--- src/rtl/bp_be_pkg.sv ---
// Shared backend FP types: operation/precision/rounding enums, exception
// flags, and the request/response records of the aux-FPU arbiter.
package bp_be_pkg;

  // Struct field widths; the arbiter's default parameters match these.
  localparam int tag_width_gp    = 5;
  localparam int req_id_width_gp = 1;

  typedef enum logic [3:0] {
    e_op_fadd   = 4'd0,
    e_op_fsub   = 4'd1,
    e_op_fmul   = 4'd2,
    e_op_fmin   = 4'd3,
    e_op_fmax   = 4'd4,
    e_op_fsgnj  = 4'd5,
    e_op_fsgnjn = 4'd6,
    e_op_fsgnjx = 4'd7,
    e_op_feq    = 4'd8,
    e_op_flt    = 4'd9,
    e_op_fle    = 4'd10,
    e_op_fclass = 4'd11,
    e_op_f2i    = 4'd12,
    e_op_i2f    = 4'd13
  } bp_be_fp_fu_op_e;

  typedef enum logic {
    e_pr_single = 1'b0,
    e_pr_double = 1'b1
  } bp_be_fp_pr_e;

  typedef enum logic [2:0] {
    e_rne = 3'd0,
    e_rtz = 3'd1,
    e_rdn = 3'd2,
    e_rup = 3'd3,
    e_rmm = 3'd4,
    e_dyn = 3'd7
  } rv64_frm_e;

  typedef struct packed {
    logic nv;
    logic dz;
    logic of;
    logic uf;
    logic nx;
  } rv64_fflags_s;

  typedef struct packed {
    bp_be_fp_fu_op_e             op;
    bp_be_fp_pr_e                ipr;
    bp_be_fp_pr_e                opr;
    rv64_frm_e                   rm;
    logic [63:0]                 a;
    logic [63:0]                 b;
    logic [tag_width_gp-1:0]     tag;
  } bp_be_fp_aux_req_s;

  typedef struct packed {
    logic [63:0]                 result;
    rv64_fflags_s                eflags;
    logic [tag_width_gp-1:0]     tag;
    logic [req_id_width_gp-1:0]  req_id;
  } bp_be_fp_aux_resp_s;

endpackage

--- src/rtl/bsg_fifo_1r1w_small.sv ---
// Small circular result buffer. Enqueue and dequeue may happen in the same
// cycle at any occupancy; ready_o reports room, counting a same-cycle dequeue.
module bsg_fifo_1r1w_small #(
  parameter int width_p = 8,
  parameter int els_p   = 4
) (
  input  logic                         clk_i,
  input  logic                         reset_i,
  input  logic                         v_i,
  output logic                         ready_o,
  input  logic [width_p-1:0]           data_i,
  output logic                         v_o,
  output logic [width_p-1:0]           data_o,
  input  logic                         yumi_i,
  output logic [$clog2(els_p+1)-1:0]   count_o
);

  localparam int ptr_width_lp = (els_p > 1) ? $clog2(els_p) : 1;
  localparam int cnt_width_lp = $clog2(els_p + 1);

  logic [width_p-1:0]      mem [els_p];
  logic [ptr_width_lp-1:0] wptr;
  logic [ptr_width_lp-1:0] rptr;
  logic [cnt_width_lp-1:0] count;

  function automatic logic [ptr_width_lp-1:0] bump(input logic [ptr_width_lp-1:0] p);
    return (p == ptr_width_lp'(els_p - 1)) ? '0 : p + ptr_width_lp'(1);
  endfunction

  // Pointer and occupancy bookkeeping.
  always_ff @(posedge clk_i) begin
    if (reset_i) begin
      wptr  <= '0;
      rptr  <= '0;
      count <= '0;
    end else begin
      if (v_i)    wptr <= bump(wptr);
      if (yumi_i) rptr <= bump(rptr);
      if (v_i && !yumi_i)      count <= count + cnt_width_lp'(1);
      else if (!v_i && yumi_i) count <= count - cnt_width_lp'(1);
    end
  end

  // Storage write; the head is read combinationally before the edge, so a
  // write into the slot being dequeued at full occupancy is safe.
  always_ff @(posedge clk_i) begin
    if (v_i) mem[wptr] <= data_i;
  end

  assign v_o     = (count != '0);
  assign data_o  = mem[rptr];
  assign ready_o = (count != cnt_width_lp'(els_p)) || yumi_i;
  assign count_o = count;

endmodule

--- src/rtl/bp_be_fp_aux_arbiter.sv ---
// Round-robin arbiter in front of a fixed-latency auxiliary FPU. Launches are
// credit-gated against the result FIFO so a returning result always has room.
// Handshake: a request transfers on req_v_i[k] & req_ready_o[k]; a result
// leaves on v_o & yumi_i, and yumi_i is only legal while v_o is high.
module bp_be_fp_aux_arbiter
  import bp_be_pkg::*;
#(
  parameter int num_req_p     = 2,
  parameter int fpu_latency_p = 1,
  parameter int fifo_els_p    = 4,
  parameter int tag_width_p   = tag_width_gp
) (
  input  logic                                 clk_i,
  input  logic                                 reset_n_i,
  input  logic                                 flush_i,
  input  logic [num_req_p-1:0]                 req_v_i,
  output logic [num_req_p-1:0]                 req_ready_o,
  input  bp_be_fp_aux_req_s [num_req_p-1:0]    req_i,
  output bp_be_fp_fu_op_e                      fpu_op_o,
  output bp_be_fp_pr_e                         fpu_ipr_o,
  output bp_be_fp_pr_e                         fpu_opr_o,
  output rv64_frm_e                            fpu_rm_o,
  output logic [63:0]                          fpu_a_o,
  output logic [63:0]                          fpu_b_o,
  input  logic [63:0]                          fpu_result_i,
  input  rv64_fflags_s                         fpu_eflags_i,
  output logic                                 v_o,
  output bp_be_fp_aux_resp_s                   data_o,
  input  logic                                 yumi_i
);

  localparam int id_width_lp  = (num_req_p > 1) ? $clog2(num_req_p) : 1;
  localparam int cnt_width_lp = $clog2(fifo_els_p + 1);

  logic [id_width_lp-1:0]  rr_ptr;
  logic [id_width_lp-1:0]  grant_id;
  logic [id_width_lp-1:0]  scan_id;
  logic                    grant_v;
  logic                    credit_ok;
  logic                    launch;
  bp_be_fp_aux_req_s       grant_req;

  logic [fpu_latency_p-1:0]                    trk_v;
  logic [fpu_latency_p-1:0][tag_width_p-1:0]   trk_tag;
  logic [fpu_latency_p-1:0][id_width_lp-1:0]   trk_id;

  logic                    enq_v;
  bp_be_fp_aux_resp_s      enq_data;
  logic                    fifo_reset;
  logic                    fifo_ready;
  logic                    fifo_v;
  logic                    fifo_yumi;
  logic [cnt_width_lp-1:0] fifo_count;

  // Round-robin pick: lowest valid index at or after the pointer, wrapping.
  always_comb begin
    grant_v  = 1'b0;
    grant_id = '0;
    scan_id  = '0;
    for (int i = 0; i < num_req_p; i++) begin
      scan_id = id_width_lp'((int'(rr_ptr) + i) % num_req_p);
      if (!grant_v && req_v_i[scan_id]) begin
        grant_v  = 1'b1;
        grant_id = scan_id;
      end
    end
  end

  // Everything counted here (buffered plus in flight) will need a FIFO slot.
  assign credit_ok = (int'(fifo_count) + $countones(trk_v) + 1) <= fifo_els_p;
  assign launch    = grant_v && credit_ok && reset_n_i && !flush_i;
  assign grant_req = req_i[grant_id];

  // One-hot ready to the winner, only when a launch actually happens.
  always_comb begin
    req_ready_o = '0;
    if (launch) req_ready_o[grant_id] = 1'b1;
  end

  // Operand drive: granted fields on a launch, a harmless fsgnj of zeros otherwise.
  always_comb begin
    fpu_op_o  = e_op_fsgnj;
    fpu_ipr_o = e_pr_single;
    fpu_opr_o = e_pr_single;
    fpu_rm_o  = e_rne;
    fpu_a_o   = '0;
    fpu_b_o   = '0;
    if (launch) begin
      fpu_op_o  = grant_req.op;
      fpu_ipr_o = grant_req.ipr;
      fpu_opr_o = grant_req.opr;
      fpu_rm_o  = grant_req.rm;
      fpu_a_o   = grant_req.a;
      fpu_b_o   = grant_req.b;
    end
  end

  // Pointer moves past the winner only when a request transfers.
  always_ff @(posedge clk_i) begin
    if (!reset_n_i)  rr_ptr <= '0;
    else if (launch) rr_ptr <= id_width_lp'((int'(grant_id) + 1) % num_req_p);
  end

  // Tracker valid bits; flush and reset both drop every in-flight op.
  always_ff @(posedge clk_i) begin
    if (!reset_n_i || flush_i) begin
      trk_v <= '0;
    end else begin
      trk_v[0] <= launch;
      for (int i = 1; i < fpu_latency_p; i++) trk_v[i] <= trk_v[i-1];
    end
  end

  // Tracker payload shifts alongside the valids; only meaningful where valid.
  always_ff @(posedge clk_i) begin
    trk_tag[0] <= tag_width_p'(grant_req.tag);
    trk_id[0]  <= grant_id;
    for (int i = 1; i < fpu_latency_p; i++) begin
      trk_tag[i] <= trk_tag[i-1];
      trk_id[i]  <= trk_id[i-1];
    end
  end

  // The last tracker stage lines up with the FPU result for that launch.
  assign enq_v           = trk_v[fpu_latency_p-1] && reset_n_i && !flush_i;
  assign enq_data.result = fpu_result_i;
  assign enq_data.eflags = fpu_eflags_i;
  assign enq_data.tag    = tag_width_gp'(trk_tag[fpu_latency_p-1]);
  assign enq_data.req_id = req_id_width_gp'(trk_id[fpu_latency_p-1]);

  // Flush empties the buffer the same way reset does.
  assign fifo_reset = !reset_n_i || flush_i;
  assign fifo_yumi  = yumi_i && fifo_v;

  bsg_fifo_1r1w_small #(
    .width_p ($bits(bp_be_fp_aux_resp_s)),
    .els_p   (fifo_els_p)
  ) result_fifo (
    .clk_i   (clk_i),
    .reset_i (fifo_reset),
    .v_i     (enq_v),
    .ready_o (fifo_ready),
    .data_i  (enq_data),
    .v_o     (fifo_v),
    .data_o  (data_o),
    .yumi_i  (fifo_yumi),
    .count_o (fifo_count)
  );

  assign v_o = fifo_v && reset_n_i;

  // Consumer must not dequeue an empty buffer.
  assert property (@(posedge clk_i) disable iff (!reset_n_i) yumi_i |-> v_o);
  // Credit accounting must never let a result arrive at a full buffer.
  assert property (@(posedge clk_i) disable iff (!reset_n_i || flush_i) enq_v |-> fifo_ready);

endmodule
--- config.mk ---
export PLATFORM = sky130hd
export DESIGN_NAME = bp_be_fp_aux_arbiter
export DESIGN_NICKNAME = d
export VERILOG_FILES = /design/src/rtl/bp_be_pkg.sv /design/src/rtl/bsg_fifo_1r1w_small.sv /design/src/rtl/bp_be_fp_aux_arbiter.sv
export SDC_FILE = /design/constraint.sdc
export NUM_CORES = 1
export LEC_CHECK = 0
export ABC_AREA = 1
export CAP_MARGIN = 5
export CORE_AREA = 2 2 204 286
export DETAILED_ROUTE_END_ITERATION = 16
export DIE_AREA = 0 0 206 288
export PLACE_DENSITY = 0.62
export SLEW_MARGIN = 20
export SYNTH_ARGS = -nofsm -noshare
export SYNTH_HDL_FRONTEND = slang
export SYNTH_SLANG_ARGS = --single-unit
--- constraint.sdc ---
create_clock -name clk_i -period 7 [get_ports clk_i]
set_clock_uncertainty 0.2 [all_clocks]
set_input_delay 1.75 -clock clk_i [delete_from_list [all_inputs] [get_ports clk_i]]
set_output_delay 1.75 -clock clk_i [all_outputs]
set_load 0.02 [all_outputs]
## Word level (Yosys, flattened, before mapping)

Memory sizes are Yosys's and may differ from the RTL's. A register that Yosys moved wholly into a read port is not among the register bits.
Index checks and enable logic that the tools add are counted.

| word-level totals | value |
|---|---|
| flip-flop bits (word level) | 15 |
| memory bits (writable) | 300 |
| bits of input ports | 359 |
| memories | 1 |
| word-level logic and storage cells | 69 |

| cells by class | value |
|---|---|
| reductions and logical operators | 19 |
| mux-type cells | 27 |
| equality and inequality tests | 2 |
| add/subtract/negate cells | 8 |
| $lt $le $gt $ge | 5 |

Memories:

| name | depth | width | rd ports | clocked after Yosys merged registers in | wr ports | RTL line | text |
|---|---|---|---|---|---|---|---|
| result_fifo.mem | 4 | 75 | 1 | 1 | 1 | bsg_fifo_1r1w_small.sv:21 | `logic [width_p-1:0] mem [els_p];` |

Operators with widths:

| operator | number |
|---|---|
| 142-bit 2-to-1 mux | 2 |
| 64-bit 2-to-1 mux | 2 |
| 1-bit 2-to-1 mux | 13 |
| 1-bit logical AND | 11 |
| 2-bit 2-to-1 mux | 5 |
| 3-bit 2-to-1 mux | 3 |
| 1-bit by 2-bit less-than comparator with 1-bit output (second input constant) | 3 |
| 4-bit by 1-bit adder with 5-bit output (second input constant) | 1 |
| 5-bit by 3-bit <= comparator with 1-bit output (second input constant) | 1 |
| 1-bit zero test | 5 |
| 2-bit by 1-bit adder with 2-bit output (second input constant) | 2 |
| 3-bit by 1-bit adder with 4-bit output | 1 |
| 2-bit == test (second input constant) | 2 |
| 4-bit 2-to-1 mux | 1 |
| 3-bit by 1-bit adder with 3-bit output (second input constant) | 1 |
| 3-bit nonzero test | 1 |
| 3-bit by 1-bit subtractor with 3-bit output (second input constant) | 1 |
| 1-bit adder (second input constant) | 2 |
| 2-bit nonzero test | 1 |
| 1-bit demux with 1-bit select | 1 |
| 1-bit greater-or-equal comparator (second input constant) | 1 |
| 1-bit logical OR | 1 |

## Depth between registers and ports, before layout

| logic depth | value |
|---|---|
| word-level depth | 11 |
| depth in mapped cells | 14 |
| mapped depth without buffers | 12 |

## Cells and area by module

Synthesis repeated with hierarchy kept, for this count alone.

| second synthesis, totals | value |
|---|---|
| cell total of the unflattened synthesis | 1,302 |
| area, all modules | 14,998.1 um^2 |

Modules (own cells, without submodules):

| module | area an instance (um^2) | cells each | times used |
|---|---|---|---|
| bsg_fifo_1r1w_small | 12,186.7 | 785 | 1 |
| bp_be_fp_aux_arbiter | 2,811.4 | 517 | 1 |

## Least setup slack after synthesis

Ideal clock, no wire load.

| timing | value |
|---|---|
| path kind | in2reg |
| start point | in flush_i |
| end point | mem result_fifo.mem[3][0] (netlist bit) (enable) |
| stages | 5 |
| setup slack | 1,048 ps |
| data arrival time | 5,242 ps |
| path buffers | 0 |
| cell sequence | inv_1 > nand2_1 > nor2_1 > inv_1 > nor2_1 |

| on the way | value |
|---|---|
| cells in the longest elaborated chain, start to end | 4 |

RTL lines:

| what | RTL line | text |
|---|---|---|
| start, declared | bp_be_fp_aux_arbiter.sv:15 | `input logic flush_i,` |
| 1-bit zero test | bp_be_fp_aux_arbiter.sv:125 | `assign enq_v = trk_v[fpu_latency_p-1] && reset_n_i && !flush_i;` |
| 1-bit logical AND | bp_be_fp_aux_arbiter.sv:125 |  |
| via enq_v | bp_be_fp_aux_arbiter.sv:47 | `logic enq_v;` |
| 1-bit 2-to-1 mux | bsg_fifo_1r1w_small.sv:47 | `if (v_i) mem[wptr] <= data_i;` |
| 1-bit 2-to-1 mux (not written as such) | bsg_fifo_1r1w_small.sv:47 |  |
| end, declared | bsg_fifo_1r1w_small.sv:21 |  |

The timed path passes the listed nets, and every way through them passes these cells.

## Worst setup path after layout

| timing | value |
|---|---|
| start point | in req_v_i[0] |
| end point | out fpu_a_o[22] |

| on the way | value |
|---|---|
| cells in the longest elaborated chain, start to end | 10 |
| elaborated cells on any way between the ends | 16 |
| classes of those cells | 11 x mux; 5 x reduce/logical |

RTL lines:

| what | RTL line | text |
|---|---|---|
| start, declared | bp_be_fp_aux_arbiter.sv:16 | `input logic [num_req_p-1:0] req_v_i,` |
| 1-bit 2-to-1 mux (not written as such) (2 in a row) | bp_be_fp_aux_arbiter.sv:62 | `if (!grant_v && req_v_i[scan_id]) begin` |
| 1-bit 2-to-1 mux | bp_be_fp_aux_arbiter.sv:62 |  |
| 1-bit zero test | bp_be_fp_aux_arbiter.sv:62 |  |
| 1-bit logical AND | bp_be_fp_aux_arbiter.sv:62 |  |
| 1-bit 2-to-1 mux | bp_be_fp_aux_arbiter.sv:62 |  |
| 1-bit logical AND (3 in a row) | bp_be_fp_aux_arbiter.sv:71 | `assign launch = grant_v && credit_ok && reset_n_i && !flush_i;` |
| 64-bit 2-to-1 mux (*) | bp_be_fp_aux_arbiter.sv:88 | `if (launch) begin` |
| end, declared | bp_be_fp_aux_arbiter.sv:23 | `output logic [63:0] fpu_a_o,` |

Mark *: on every way between the ends. The rest lies on a longest branch, timed or not. The select of a mux whose other input is x is not followed.

==> results.json <==
{
  "cts_root_buf": "clkbuf_16",
  "grt_pass1_wl_um": 89200,
  "fin_cells": 2596,
  "antenna_found_initial": 27,
  "synth_top_flop_cell": "edfxtp_1",
  "drtIter0Drc": 878,
  "p_seq_frac": 0.498,
  "run_status": "complete, no violations",
  "fin_tns_setup_ns": 0,
  "switching_share": 0.231,
  "async_reset_ff_frac": 0,
  "hold_class": "flip-flop to flip-flop",
  "r2r-start": "trk_v",
  "synthXorXnorAreaFrac": 0,
  "wl_per_cell_um": 26.0,
  "hold_start": "trk_v",
  "arrival_ns": 4.60,
  "synth_adder_area_share": 0.00888,
  "syn_area_um2": 13500,
  "syn2layout_area_growth_pct": 55.4,
  "rr_worst_depth": 5,
  "cts_setup_buffers": 0,
  "synthesis.nets": 1638,
  "finalHoldViolations": 0,
  "power.static_leakage_nw": 7.65,
  "fmax_ghz": 0.153,
  "cts_tree": "done",
  "rows": 104,
  "rsz0062_at_grt": "no",
  "ctsHoldBuffers": 0,
  "power_switching_w": 0.000971,
  "drive_gt1_frac": 0.0495,
  "worstPathMaxFanout": 39,
  "power.density_nw_per_um2": 200,
  "die-area_um2": 59300,
  "pwr-share-clk": 0.360,
  "seq_area_frac_synth": 0.691,
  "intPower_w": 0.00324,
  "critPathLaunchType": "input port",
  "dr.pass1.iters": 5,
  "grt_max_degree": 81,
  "synth_top_family_by_area": "simple AND/OR/NAND/NOR gates",
  "groute.usage.overall": 0.216,
  "synthCells": 1270,
  "drt-total-wl_um": 67500,
  "synth.avg_cell_area_um2": 10.7,
  "ant_nets": 0,
  "nNetsFinal": 2186,
  "io_pins": 574,
  "clk_latency_ns": 0.57,
  "max-slew-margin-rel": 0.374,
  "yosysUniqueCellTypes": 25,
  "worstPathRequired_ns": 5.05,
  "yosys.area_share.simple": 0.168,
  "hold_end": "result_fifo.wptr[0]",
  "clkTransAtPathRegs_ns": 0.07,
  "timing.rr.end": "result_fifo.mem[0][10]",
  "setup_violations": 0,
  "crit_path_end_kind": "primary output",
  "reg2reg_setup_slack_ns": 4.45,
  "numPortBuffers": 573,
  "vdd_drop_max_mv": 0.125,
  "fin_crit_ns": 6.55,
  "yosysWarningCount": 0,
  "clkSinkCount": 317,
  "synth_compound_area_frac": 0.0979,
  "core_um2": 57000,
  "dp_cells": 2530,
  "routabilityCongestion": 0.935,
  "layout_worst_path_cycle_share": 0.936,
  "slew_violations": 0,
  "vias_per_cell": 4.62,
  "clk_path_buf_depth": 3,
  "tightest_slew_ns": 0.939,
  "die_h_um": 288,
  "die_x_um": 206,
  "synth-seq-cells": 317,
  "cts_buffers": 28,
  "drc": 0,
  "grt_overflow": 0,
  "cts_resized": 0,
  "htree_levels": 1,
  "cap_violations": 0,
  "initial_utilization": 0.237,
  "synth-edff-count": 300,
  "whs_path_depth": 1,
  "grt_pass1_vias": 12100,
  "dp_hpwl_um": 52000,
  "synthMuxAreaShare": 0,
  "route.vias.total": 12000,
  "worstSetupPathType": "input port to primary output",
  "combPwrFrac": 0.142
}
-- worst max-delay path: stages --
cell and delay, ns:
clkdlybuf4s50_1 0.46, inv_1 0.06, o21ai_4 0.41, nand4_1 0.25, inv_4 0.24, buf_12 0.25, buf_4 0.28, nand2_1 0.08
nand2_1 0.09, clkdlybuf4s50_1 0.64
-- through the flow --
step	instance area [um2]	total power, W	util	worst slack (ns)	hold slack (ns)
6_report	21000	0.00421	0.369	0.448	0.265
5_1_grt	21000	0.00435	0.369	0.361	0.286
4_1_cts	21000	0.00425	0.368	0.430	0.262
3_5_place_dp	20100	0.00274	0.353	0.435	0.253
3_3_place_gp	20100	0.00274	0.353	0.464	0.243
2_1_floorplan	13500	0.00231	-	1.05	0.233
-- area by class of cell --
class                           count  area (um2)
Timing Repair Buffer              594        5960
Fill cell                        5656       36000
Clock buffer                       32         716
Antenna cell                       17        42.5
Inverter                           25         100
Tap cell                          742         928
Sequential cell                   317        9350
Clock inverter                     17         176
Multi-Input combinational cell    852        3750
-- worst max path at each step --
stage / slack (ns) / endpoint / startpoint
2_1_floorplan: 1.05 / result_fifo.mem[3][0] / flush_i
3_3_place_gp: 0.46 / fpu_a_o[26] / req_v_i[0]
3_5_place_dp: 0.44 / fpu_a_o[22] / req_v_i[0]
4_1_cts: 0.43 / fpu_a_o[26] / req_v_i[0]
5_1_grt: 0.36 / fpu_b_o[13] / req_v_i[0]
6_report: 0.45 / fpu_a_o[22] / req_v_i[0]
-- sequential cells by signal (all words and copies together), names as in the netlist, named ones only --
register and flops:
result_fifo.rptr 2, rr_ptr 1, result_fifo.mem 300, trk_tag 5, trk_id 1, result_fifo.wptr 2, result_fifo.count_o 3, trk_v 1
-- cell usage in the layout, fill, tap and decap left out, types with 2 or more instances in the layout --
master	n
a211oi_1	2
a21oi_1	5
buf_12	9
buf_4	30
bufinv_16	3
clkbuf_1	4
clkbuf_16	28
clkdlybuf4s50_1	555
clkinv_1	8
clkinv_2	3
dfxtp_1	15
diode_2	17
edfxtp_1	300
ha_1	8
inv_1	20
inv_4	2
inv_6	2
nand2_1	432
nand3_1	2
nor2_1	159
nor2_4	5
o21ai_0	157
o22ai_1	75
-- power groups by stage --
| stage | logic (W) | clock network, W | registers, W |
|---|---|---|---|
| 6_report | 0.000599 | 0.00151 | 0.00210 |
| 3_3_place_gp | 0.000600 | 0 | 0.00214 |
| 4_1_cts | 0.000607 | 0.00154 | 0.00210 |
| 2_1_floorplan | 0.000173 | 0 | 0.00214 |
| 5_1_grt | 0.000634 | 0.00162 | 0.00210 |
| 3_5_place_dp | 0.000601 | 0 | 0.00214 |
-- cell usage after synthesis, types with 5 or more instances --
master,instances,share of area
buf_2,28,0.010
dfxtp_1,17,0.025
inv_1,22,0.0061
clkbuf_1,38,0.011
ha_1,8,0.0074
edfxtp_1,300,0.67
nand2_1,432,0.12
o21ai_0,157,0.058
nor2_1,163,0.045
a21oi_1,5,0.0018
buf_4,8,0.0044
o22ai_1,75,0.035
-- routing by layer --
layer | global-route usage | part of all wire
met5 | 0 | 0.0013
met4 | 0.0636 | 0.025
met3 | 0.0822 | 0.13
met2 | 0.352 | 0.47
met1 | 0.266 | 0.38
-- cell families after synthesis --
group,after synthesis
buf+inv,101
simple gates,601
compound gates,242
fa+ha+maj,9
flops,317
(Power assumes the default switching activity.)
